**src/rtl/imem_loader_pkg.sv**
```systemverilog
// Shared constants for the core and the boot-time IMEM loader.
// Loader state encoding, header size and default capacity/timeout live here.
package imem_loader_pkg;

  localparam int XLEN = 32;
  localparam int WORD_BYTES = XLEN / 8;

  localparam int HDR_BYTES = 4;
  localparam int DEF_MEM_BYTES = 4096;
  localparam int DEF_TIMEOUT_CYCLES = 1000000;

  typedef enum logic [2:0] {
    LD_IDLE  = 3'd0,
    LD_LEN   = 3'd1,
    LD_DATA  = 3'd2,
    LD_FLUSH = 3'd3,
    LD_DONE  = 3'd4,
    LD_ERR   = 3'd5
  } ld_state_t;

  // Little-endian byte insert: lane k occupies bits [8k+7:8k].
  function automatic logic [XLEN-1:0] put_lane(input logic [XLEN-1:0] w,
                                               input logic [1:0]      lane,
                                               input logic [7:0]      b);
    logic [XLEN-1:0] r;
    r = w;
    r[8*int'(lane) +: 8] = b;
    return r;
  endfunction

endpackage

```
**src/rtl/imem_loader_byte_packer.sv**
```systemverilog
// Packs a byte stream into little-endian words; a tail byte emits a
// zero-filled partial word. Emitted words are registered, one-cycle word_valid.
module byte_packer
  import imem_loader_pkg::*;
(
  input  logic            clk,
  input  logic            rst_n,
  input  logic            clear,
  input  logic            byte_valid,
  input  logic [7:0]      byte_data,
  input  logic            byte_last,
  output logic            word_valid,
  output logic [XLEN-1:0] word
);

  logic [XLEN-1:0] acc;
  logic [1:0]      lane;

  always_ff @(posedge clk or negedge rst_n) begin
    if (!rst_n) begin
      acc        <= '0;
      lane       <= '0;
      word_valid <= 1'b0;
      word       <= '0;
    end else begin
      word_valid <= 1'b0;
      if (clear) begin
        acc  <= '0;
        lane <= '0;
      end else if (byte_valid) begin
        if (lane == 2'd3 || byte_last) begin
          // acc is zeroed after every emit, so unfilled upper lanes read 0
          word       <= put_lane(acc, lane, byte_data);
          word_valid <= 1'b1;
          acc        <= '0;
          lane       <= '0;
        end else begin
          acc  <= put_lane(acc, lane, byte_data);
          lane <= lane + 2'd1;
        end
      end
    end
  end

endmodule

```
**src/rtl/imem_loader.sv**
```systemverilog
// Boot loader: length-prefixed byte stream in, word writes to IMEM port A out.
// Holds the core in reset until the final word has been committed.
module imem_loader
  import imem_loader_pkg::*;
#(
  parameter int MEM_BYTES      = DEF_MEM_BYTES,
  parameter int TIMEOUT_CYCLES = DEF_TIMEOUT_CYCLES
) (
  input  logic        clk,
  input  logic        rst_n,
  input  logic        start,
  input  logic [7:0]  rx_data,
  input  logic        rx_valid,
  output logic        rx_ready,
  output logic [3:0]  mem_we,
  output logic [31:0] mem_addr,
  output logic [31:0] mem_di,
  output logic        core_rst_n,
  output logic        busy,
  output logic        done,
  output logic        err,
  output ld_state_t   dbg_state
);

  localparam int IW = $clog2(TIMEOUT_CYCLES + 1);

  // Handshake: a byte moves on rx_valid && rx_ready; rx_ready depends only on
  // the current state (high in LEN/DATA), so it never depends on rx_valid.

  ld_state_t       state, state_nx;
  logic [IW-1:0]   idle_cnt;
  logic [1:0]      hdr_cnt;
  logic [31:0]     len_acc;
  logic [31:0]     hdr_len;
  logic [31:0]     remaining;
  logic [29:0]     word_index;

  logic            loading;
  logic            accept;
  logic            hdr_last;
  logic            len_bad;
  logic            data_last;
  logic            timeout;
  logic            restart;
  logic            pk_clear;
  logic            pk_word_valid;
  logic [XLEN-1:0] pk_word;

  assign loading   = (state == LD_LEN) || (state == LD_DATA);
  assign rx_ready  = loading;
  assign accept    = rx_valid && loading;
  assign hdr_len   = put_lane(len_acc, hdr_cnt, rx_data);
  assign hdr_last  = (state == LD_LEN) && accept && (hdr_cnt == 2'(HDR_BYTES - 1));
  assign len_bad   = (hdr_len == 32'd0) || (hdr_len > 32'(MEM_BYTES));
  assign data_last = (state == LD_DATA) && accept && (remaining == 32'd1);
  // An accepted byte in the expiry cycle wins over the timeout.
  assign timeout   = loading && !accept && (idle_cnt == IW'(TIMEOUT_CYCLES - 1));
  assign restart   = start && ((state == LD_IDLE) || (state == LD_DONE) || (state == LD_ERR));
  assign pk_clear  = restart || timeout;

  byte_packer u_packer (
    .clk        (clk),
    .rst_n      (rst_n),
    .clear      (pk_clear),
    .byte_valid ((state == LD_DATA) && accept),
    .byte_data  (rx_data),
    .byte_last  (data_last),
    .word_valid (pk_word_valid),
    .word       (pk_word)
  );

  always_comb begin
    state_nx = state;
    case (state)
      LD_IDLE, LD_DONE, LD_ERR: if (start) state_nx = LD_LEN;
      LD_LEN: begin
        if (timeout)       state_nx = LD_ERR;
        else if (hdr_last) state_nx = len_bad ? LD_ERR : LD_DATA;
      end
      LD_DATA: begin
        if (timeout)        state_nx = LD_ERR;
        else if (data_last) state_nx = LD_FLUSH;
      end
      LD_FLUSH: state_nx = LD_DONE;
      default:  state_nx = LD_IDLE;
    endcase
  end

  always_ff @(posedge clk or negedge rst_n) begin
    if (!rst_n) begin
      state      <= LD_IDLE;
      busy       <= 1'b0;
      done       <= 1'b0;
      err        <= 1'b0;
      core_rst_n <= 1'b0;
      idle_cnt   <= '0;
      hdr_cnt    <= '0;
      len_acc    <= '0;
      remaining  <= '0;
      word_index <= '0;
    end else begin
      state      <= state_nx;
      busy       <= (state_nx == LD_LEN) || (state_nx == LD_DATA) || (state_nx == LD_FLUSH);
      done       <= (state_nx == LD_DONE);
      err        <= (state_nx == LD_ERR);
      core_rst_n <= (state_nx == LD_DONE);

      if (restart) begin
        idle_cnt   <= '0;
        hdr_cnt    <= '0;
        len_acc    <= '0;
        remaining  <= '0;
        word_index <= '0;
      end else begin
        if (!loading || accept || timeout) idle_cnt <= '0;
        else                               idle_cnt <= idle_cnt + IW'(1);

        if ((state == LD_LEN) && accept) begin
          len_acc <= hdr_len;
          hdr_cnt <= hdr_cnt + 2'd1;
          if (hdr_last && !len_bad) begin
            remaining  <= hdr_len;
            word_index <= '0;
          end
        end

        if ((state == LD_DATA) && accept) remaining <= remaining - 32'd1;

        // Address advances after each committed write, so the write uses the old index.
        if (pk_word_valid) word_index <= word_index + 30'd1;
      end
    end
  end

  assign mem_we    = {4{pk_word_valid}};
  assign mem_addr  = pk_word_valid ? {word_index, 2'b00} : 32'd0;
  assign mem_di    = pk_word_valid ? pk_word : 32'd0;
  assign dbg_state = state;

endmodule

```
**config.mk**
```make
export PLATFORM = sky130hd
export DESIGN_NAME = imem_loader
export DESIGN_NICKNAME = d
export VERILOG_FILES = /design/src/rtl/imem_loader_pkg.sv /design/src/rtl/imem_loader_byte_packer.sv /design/src/rtl/imem_loader.sv
export SDC_FILE = /design/constraint.sdc
export NUM_CORES = 1
export LEC_CHECK = 0
export CORE_MARGIN = 2
export CORE_UTILIZATION = 40
export CTS_CLUSTER_SIZE = 14
export DETAILED_ROUTE_END_ITERATION = 6
export GPL_ROUTABILITY_DRIVEN = 0
export PLACE_DENSITY = 0.59
export SYNTH_ARGS = -nofsm -noshare
export SYNTH_HDL_FRONTEND = slang
export SYNTH_SLANG_ARGS = --single-unit
```
**constraint.sdc**
```tcl
create_clock -name clk -period 4.8 [get_ports clk]
set_input_delay 0.96 -clock clk [delete_from_list [all_inputs] [get_ports clk]]
set_output_delay 0.96 -clock clk [all_outputs]
set_load 0.02 [all_outputs]
```
==> results of run 1 <==
[critical path, cell delays in order]
cell and delay, ns:
clkdlybuf4s50_1 0.40, buf_4 0.21, nor4_1 0.54, a21boi_0 0.21, o41a_1 0.36, o211a_1 0.36
nor3_1 0.64, a221o_1 0.25
[where the power goes]
group          switching [µW]  internal, µW
combinational             999           550
clock                     653           865
sequential                160          1700
total                    1810          3110
[path summary, 6_finish.rpt]
path	to	slack [ns]	depth (start not counted)	from
worst max-delay path	word_index[28]$_DFFE_PN0P_	1.23	8	rx_data[5]
worst min-delay path	u_packer.word[31]$_DFFE_PN0P_	0.47	2	u_packer.word[31]$_DFFE_PN0P_
worst max register to register	word_index[28]$_DFFE_PN0P_	1.38	8	hdr_cnt[0]$_DFFE_PN0P_
worst min register to register	u_packer.word[31]$_DFFE_PN0P_	0.47	2	u_packer.word[31]$_DFFE_PN0P_
max in group asynchronous	remaining[17]$_DFFE_PN0P_	3.20	2	rst_n
min in group asynchronous	len_acc[20]$_DFFE_PN0P_	0.60	1	rst_n
[per-layer routing]
layer | part of all wire | track usage
met1 | 0.48 | 0.2757
met5 | 0 | 0
met4 | 0.020 | 0.06839
met2 | 0.47 | 0.3280
met3 | 0.029 | 0.02686
[cell families after synthesis]
group                    Yosys count  share of synthesized area
multiplexers                       7                   0.007136
other                              1                  0.0003819
flip-flops                       182                     0.4638
AO/OA/AOI/OAI                    290                     0.1944
AND/OR/NAND/NOR                  473                     0.2576
XOR/XNOR                          15                    0.01338
buffers and inverters            101                    0.04409
adder cells (fa/ha/maj)           15                    0.01911
[cell usage in the layout (no fill, tap or decap), types with 5 or more instances in the layout]
cell type / instances
nor2b_1: 53
nand3_1: 39
or3_1: 13
o31ai_1: 5
o31a_1: 7
o311ai_0: 6
a21o_1: 5
inv_1: 27
ha_1: 15
nor2_1: 76
a21oi_1: 71
a211o_1: 6
a31oi_1: 18
a22o_1: 42
o21ai_0: 80
mux2i_1: 7
buf_4: 25
o211a_1: 5
nor4_1: 23
inv_6: 6
xor2_1: 5
nand4_1: 14
and4_1: 7
nor3_1: 31
and2_1: 61
xnor2_1: 10
clkbuf_16: 17
nand2_1: 100
dfrtp_1: 181
o211ai_1: 9
or4_1: 9
clkdlybuf4s50_1: 84
and3_1: 22
[flip-flops by register name, indices dropped and copies added, names as in the netlist]
| name | flops |
|---|---|
| busy | 1 |
| dbg_state | 3 |
| done | 1 |
| err | 1 |
| hdr_cnt | 2 |
| idle_cnt | 20 |
| len_acc | 25 |
| remaining | 32 |
| u_packer.acc | 32 |
| u_packer.lane | 2 |
| u_packer.word | 32 |
| u_packer.word_valid | 1 |
| word_index | 30 |
[per-stage QoR]
stage | area (µm²) | util
CTS | 11580 | 0.4792
finish | 11580 | 0.4792
floorplan | 9823 | -
global placement | 10950 | 0.4531
detailed placement | 10950 | 0.4531
global route | 11580 | 0.4792
[area by class of cell]
| cell class | instances | area share |
|---|---|---|
| Sequential cell | 182 | 0.3932 |
| Clock inverter | 13 | 0.01534 |
| Multi-Input combinational cell | 802 | 0.4188 |
| Timing Repair Buffer | 110 | 0.08975 |
| Tap cell | 324 | 0.03499 |
| Clock buffer | 19 | 0.03910 |
| Inverter | 27 | 0.008748 |
==> metrics.yaml, run 1 <==
run_status: "finished clean"
syn_area_per_cell_um2: 9.059
die_area_mm2: 0.02582
p_leak_uw: 0.005049
setup_ws_ns: 1.226
wl_per_cell_um: 17.17
start_util: 0.4061
cp-end-kind: "flip-flop"
worst_ep_arrival_time_ns: 3.95
pwr_density_cell_mw_per_mm2: 424.9
setup_viol: 0
fin_crit_sh: 0.7447
fin_total_pwr_uw: 4923
fillers: 2351
die_h_um: 160.7
cts.sinks: 182
synth.distinct_cells: 69
clk_pin_slew_ns: 0.08
pre_cts_ws_ns: 0.7714
cts_root_buf: "clkbuf_16"
hp-class: "reg -> reg"
holdWs_ns: 0.4723
grt_remaining_overflow: 0
cts_max_level: 4
synth-seq-cells: 182
area_growth_syn_to_layout_pct: 17.98
antenna_found_initial: 0
synth_edf_count: 0
required_ns: 5.18
coreArea_mm2: 0.02418
clockBufferDepth: 2
fmax_mhz: 279.8
fin_cells: 1477
viasPerCell: 5.578
multi_input_area_mm2: 0.004852
synth_ff_type: "dfrtp_1"
async_flop_share: 1.000
grt_pass1_vias: 7995
fp.dieW_um: 160.7
ios: 88
antenna_cells: 0
portBuffers: 85
synth_top_cell_by_area: "dfrtp_1"
maxSlewViolCount: 0
synth_area_leaders: "dfrtp_1 (46%), o21ai_0 (4.1%), and2_1 (3.9%)"
place_inst: 1445
ys_warn_count: 0
worstMarginPinSlew_ns: 1.096
dp_hpwl_mm: 16.53
dr.pass1.iters: 5
num-nets-final: 1167
rows: 57
rsz0062_at_grt: "no"
ys_seq_area_frac: 0.4638
final.setup.tns_ns: 0
postCtsHoldBufs: 0
seqCellArea_mm2: 0.004556
vias: 8239
peakVddDrop_v: 0.0002466
cap_violations: 0
synthCells: 1084
netlist_area_mm2: 0.009819
grt_usage: 0.2006
relSlewSlack: 0.2624
post_cts_resized: 0
fin_crit_ns: 3.574
drt.antenna.violating_nets: 0
synth_common_cells: "dfrtp_1 (182), nand2_1 (100), o21ai_0 (81), nor2_1 (76), a21oi_1 (71)"
path_class: "in -> reg"
finClkSkew_ns: 0.01380
wl_mm: 25.36
cts_tree: "yes"
remaining_drc_errors: 0
cts_setup_buffers: 0
grt_max_degree: 96
layout-drive-gt1-share: 0.06071
synth.top_cell.area_share: 0.4638
cp_max_fo: 13
finalHoldViolCount: 0
cts_inserted_buffers: 17
yosysMostFrequentCell: "dfrtp_1"
drt_first_iter_violations: 558
insertion_delay_ns: 0.44
cp-start-kind: "input port"
grt_pass1_wl_mm: 42.12
Note: power is estimated with default switching activity, not from simulation.
==> inputs of run 2 (changes only) <==
clock period = 3.3 ns   (was 4.8 ns; I/O delays follow)
==> metrics.yaml, run 2 (same netlist as run 1, synthesis figures left out) <==
remaining_drc_errors: 0  # unchanged
pwr-share-clk: 0.287  # -0.021
pre_cts_ws_ns: -0.03685  # -0.8082 ns
setup_ws_ns: 0.3804  # -0.8452 ns
cap_violations: 0  # unchanged
dp_hpwl_mm: 17.17  # +3.9%
grt_remaining_overflow: 0  # unchanged
grt_pass1_vias: 8178  # +2.3%
p_switching_uw: 2736  # +51%
slowest_stage: "nor4bb_1"
start_util: 0.4061  # unchanged
coreArea_mm2: 0.02418  # unchanged
rows: 57  # unchanged
fin_crit_ns: 2.920
cp-start-kind: "flip-flop"
cp_top_family: "simple AND/OR/NAND/NOR gates"
switching_share: 0.3815  # +0.01341
worst_ep_arrival_time_ns: 3.27  # -0.68 ns
die_area_mm2: 0.02582  # unchanged
drt.antenna.violating_nets: 0  # unchanged
insertion_delay_ns: 0.44  # about the same
cp_max_fo: 9  # -4
wl_per_cell_um: 16.89  # -1.7%
grt_usage: 0.2029  # +0.002372
final_cell_mix: "dfrtp_1 (181), nand2_1 (100), clkdlybuf4s50_1 (84)"
reg_top3: "remaining x32, u_packer.acc x32, u_packer.word x32"
worst_path_most_repeated_cell: "o211ai_1"
cts_tree: "yes"
cts_inserted_buffers: 17  # unchanged
fin_crit_sh: 0.8847
finalHoldViolCount: 0  # unchanged
seqPwrFrac: 0.372  # -0.005
cts_root_buf: "clkbuf_16"
cp-end-kind: "flip-flop"
hp-class: "in -> async"
fp.dieW_um: 160.7  # unchanged
antenna_found_initial: 0  # unchanged
grt_pass1_wl_mm: 42.60  # +1.1%
antenna_cells: 0  # unchanged
maxSlewViolCount: 0  # unchanged
post_cts_resized: 0  # unchanged
relSlewSlack: 0.4955  # +0.2331
intPower_uw: 4436  # +43%
postCtsHoldBufs: 0  # unchanged
grt_max_degree: 78  # -19%
timing.rr.start: "hdr_cnt[1]$_DFFE_PN0P_"
rsz0062_at_grt: "no"
drt_first_iter_violations: 594  # +6.5%
slowest_delay_ns: 0.62  # -0.02 ns
cts.sinks: 182  # unchanged
final.setup.tns_ns: 0  # unchanged
crit_start: "hdr_cnt[1]$_DFFE_PN0P_"
viasPerCell: 5.570  # -0.15%
critical_path.cell_chain: "inv_1 -> ha_1 -> nor4bb_1 -> a21boi_0 -> o41a_1 -> o211ai_1 -> buf_4 -> or4_1 -> o211ai_1"
peakVddDrop_v: 0.0003299  # +34%
setup_viol: 0  # unchanged
worstMarginPinSlew_ns: 0.7568  # -0.3395 ns
clk_pin_slew_ns: 0.07  # about the same
cts_max_level: 4  # unchanged
vias: 8383  # +1.7%
cts_setup_buffers: 0  # unchanged
portBuffers: 85  # unchanged
fmax_mhz: 342.5
layout-drive-gt1-share: 0.08298  # +0.02227
combPwrFrac: 0.341  # +0.026
dr.pass1.iters: 5  # unchanged
clockBufferDepth: 2  # unchanged
num-nets-final: 1195  # +2.4%
pwr_density_cell_mw_per_mm2: 606.6  # +43%
run_status: "finished clean"
crit_buf_inv: 2  # unchanged
path_class: "reg -> reg"
wl_mm: 25.41  # +0.19%
final_common_cell: "dfrtp_1"
required_ns: 3.65  # -1.53 ns
finClkSkew_ns: 0.01258  # -0.001217 ns
die_h_um: 160.7  # unchanged
area_growth_syn_to_layout_pct: 20.41
p_leak_uw: 0.005189  # +2.8%
ios: 88  # unchanged
==> run 2: final cells by class <==
| class | count | area (µm²) |
|---|---|---|
| Fill cell | 2291 | 12350 |
| Clock buffer | 18 | 439.2 |
| Sequential cell | 182 | 4556 |
| Tap cell | 324 | 405.4 |
| Inverter | 27 | 101.3 |
| Clock inverter | 14 | 157.7 |
| Multi-Input combinational cell | 802 | 4852 |
| Timing Repair Buffer | 138 | 1313 |
==> run 2: final timing paths <==
check                      cells after the start                       endpoint  slack [ns]
setup / recovery                               9       remaining[1]$_DFFE_PN0P_        0.38
hold / removal                                 1         hdr_cnt[0]$_DFFE_PN0P_        0.27
setup reg to reg                               9       remaining[1]$_DFFE_PN0P_        0.38
hold reg to reg                                2  u_packer.word[23]$_DFFE_PN0P_        0.48
max in group asynchronous                      2    u_packer.acc[3]$_DFFE_PN0P_        2.25
min in group clk                               2  u_packer.word[23]$_DFFE_PN0P_        0.48
==> run 2: worst reg2reg max path, delay by kind of cell, from the launching register on <==
kind / cells / cell delay (ns)
adders and majority gates: 1 / 0.30
DFF: 1 / 0.39
AOI/OAI and AO/OA: 4 / 0.73
and+or+nand+nor: 2 / 1.13
buffers and inverters: 2 / 0.29
==> run 2: power by group through the flow <==
stage          logic, µW  registers [µW]  clock network (µW)
6_report            2440            2670                2060
5_1_grt             2710            2710                2210
4_1_cts             2440            2670                2110
3_5_place_dp        2430            2710                   0
3_3_place_gp        2390            2710                   0
2_1_floorplan       1620            2670                   0
==> run 2: through the flow <==
stage	cells	total power (µW)	utilization	instance area (µm²)	hold slack [ns]
2_1_floorplan	1085	4298	-	9823	0.3644
3_3_place_gp	1473	5101	0.4644	11230	0.4566
3_5_place_dp	1473	5137	0.4644	11230	0.4632
4_1_cts	1505	7218	0.4891	11820	0.2925
5_1_grt	1505	7633	0.4891	11820	0.3117
6_report	1505	7172	0.4891	11820	0.2722
==> run 2: routing by layer <==
metal  vias to the layer above  GRT usage  share of wire
li1                       4086          -              -
met3                        20    0.03487          0.033
met2                       160     0.3403           0.48
met5                         -          0              0
met1                      4117     0.2759           0.47
met4                         0    0.04668          0.012
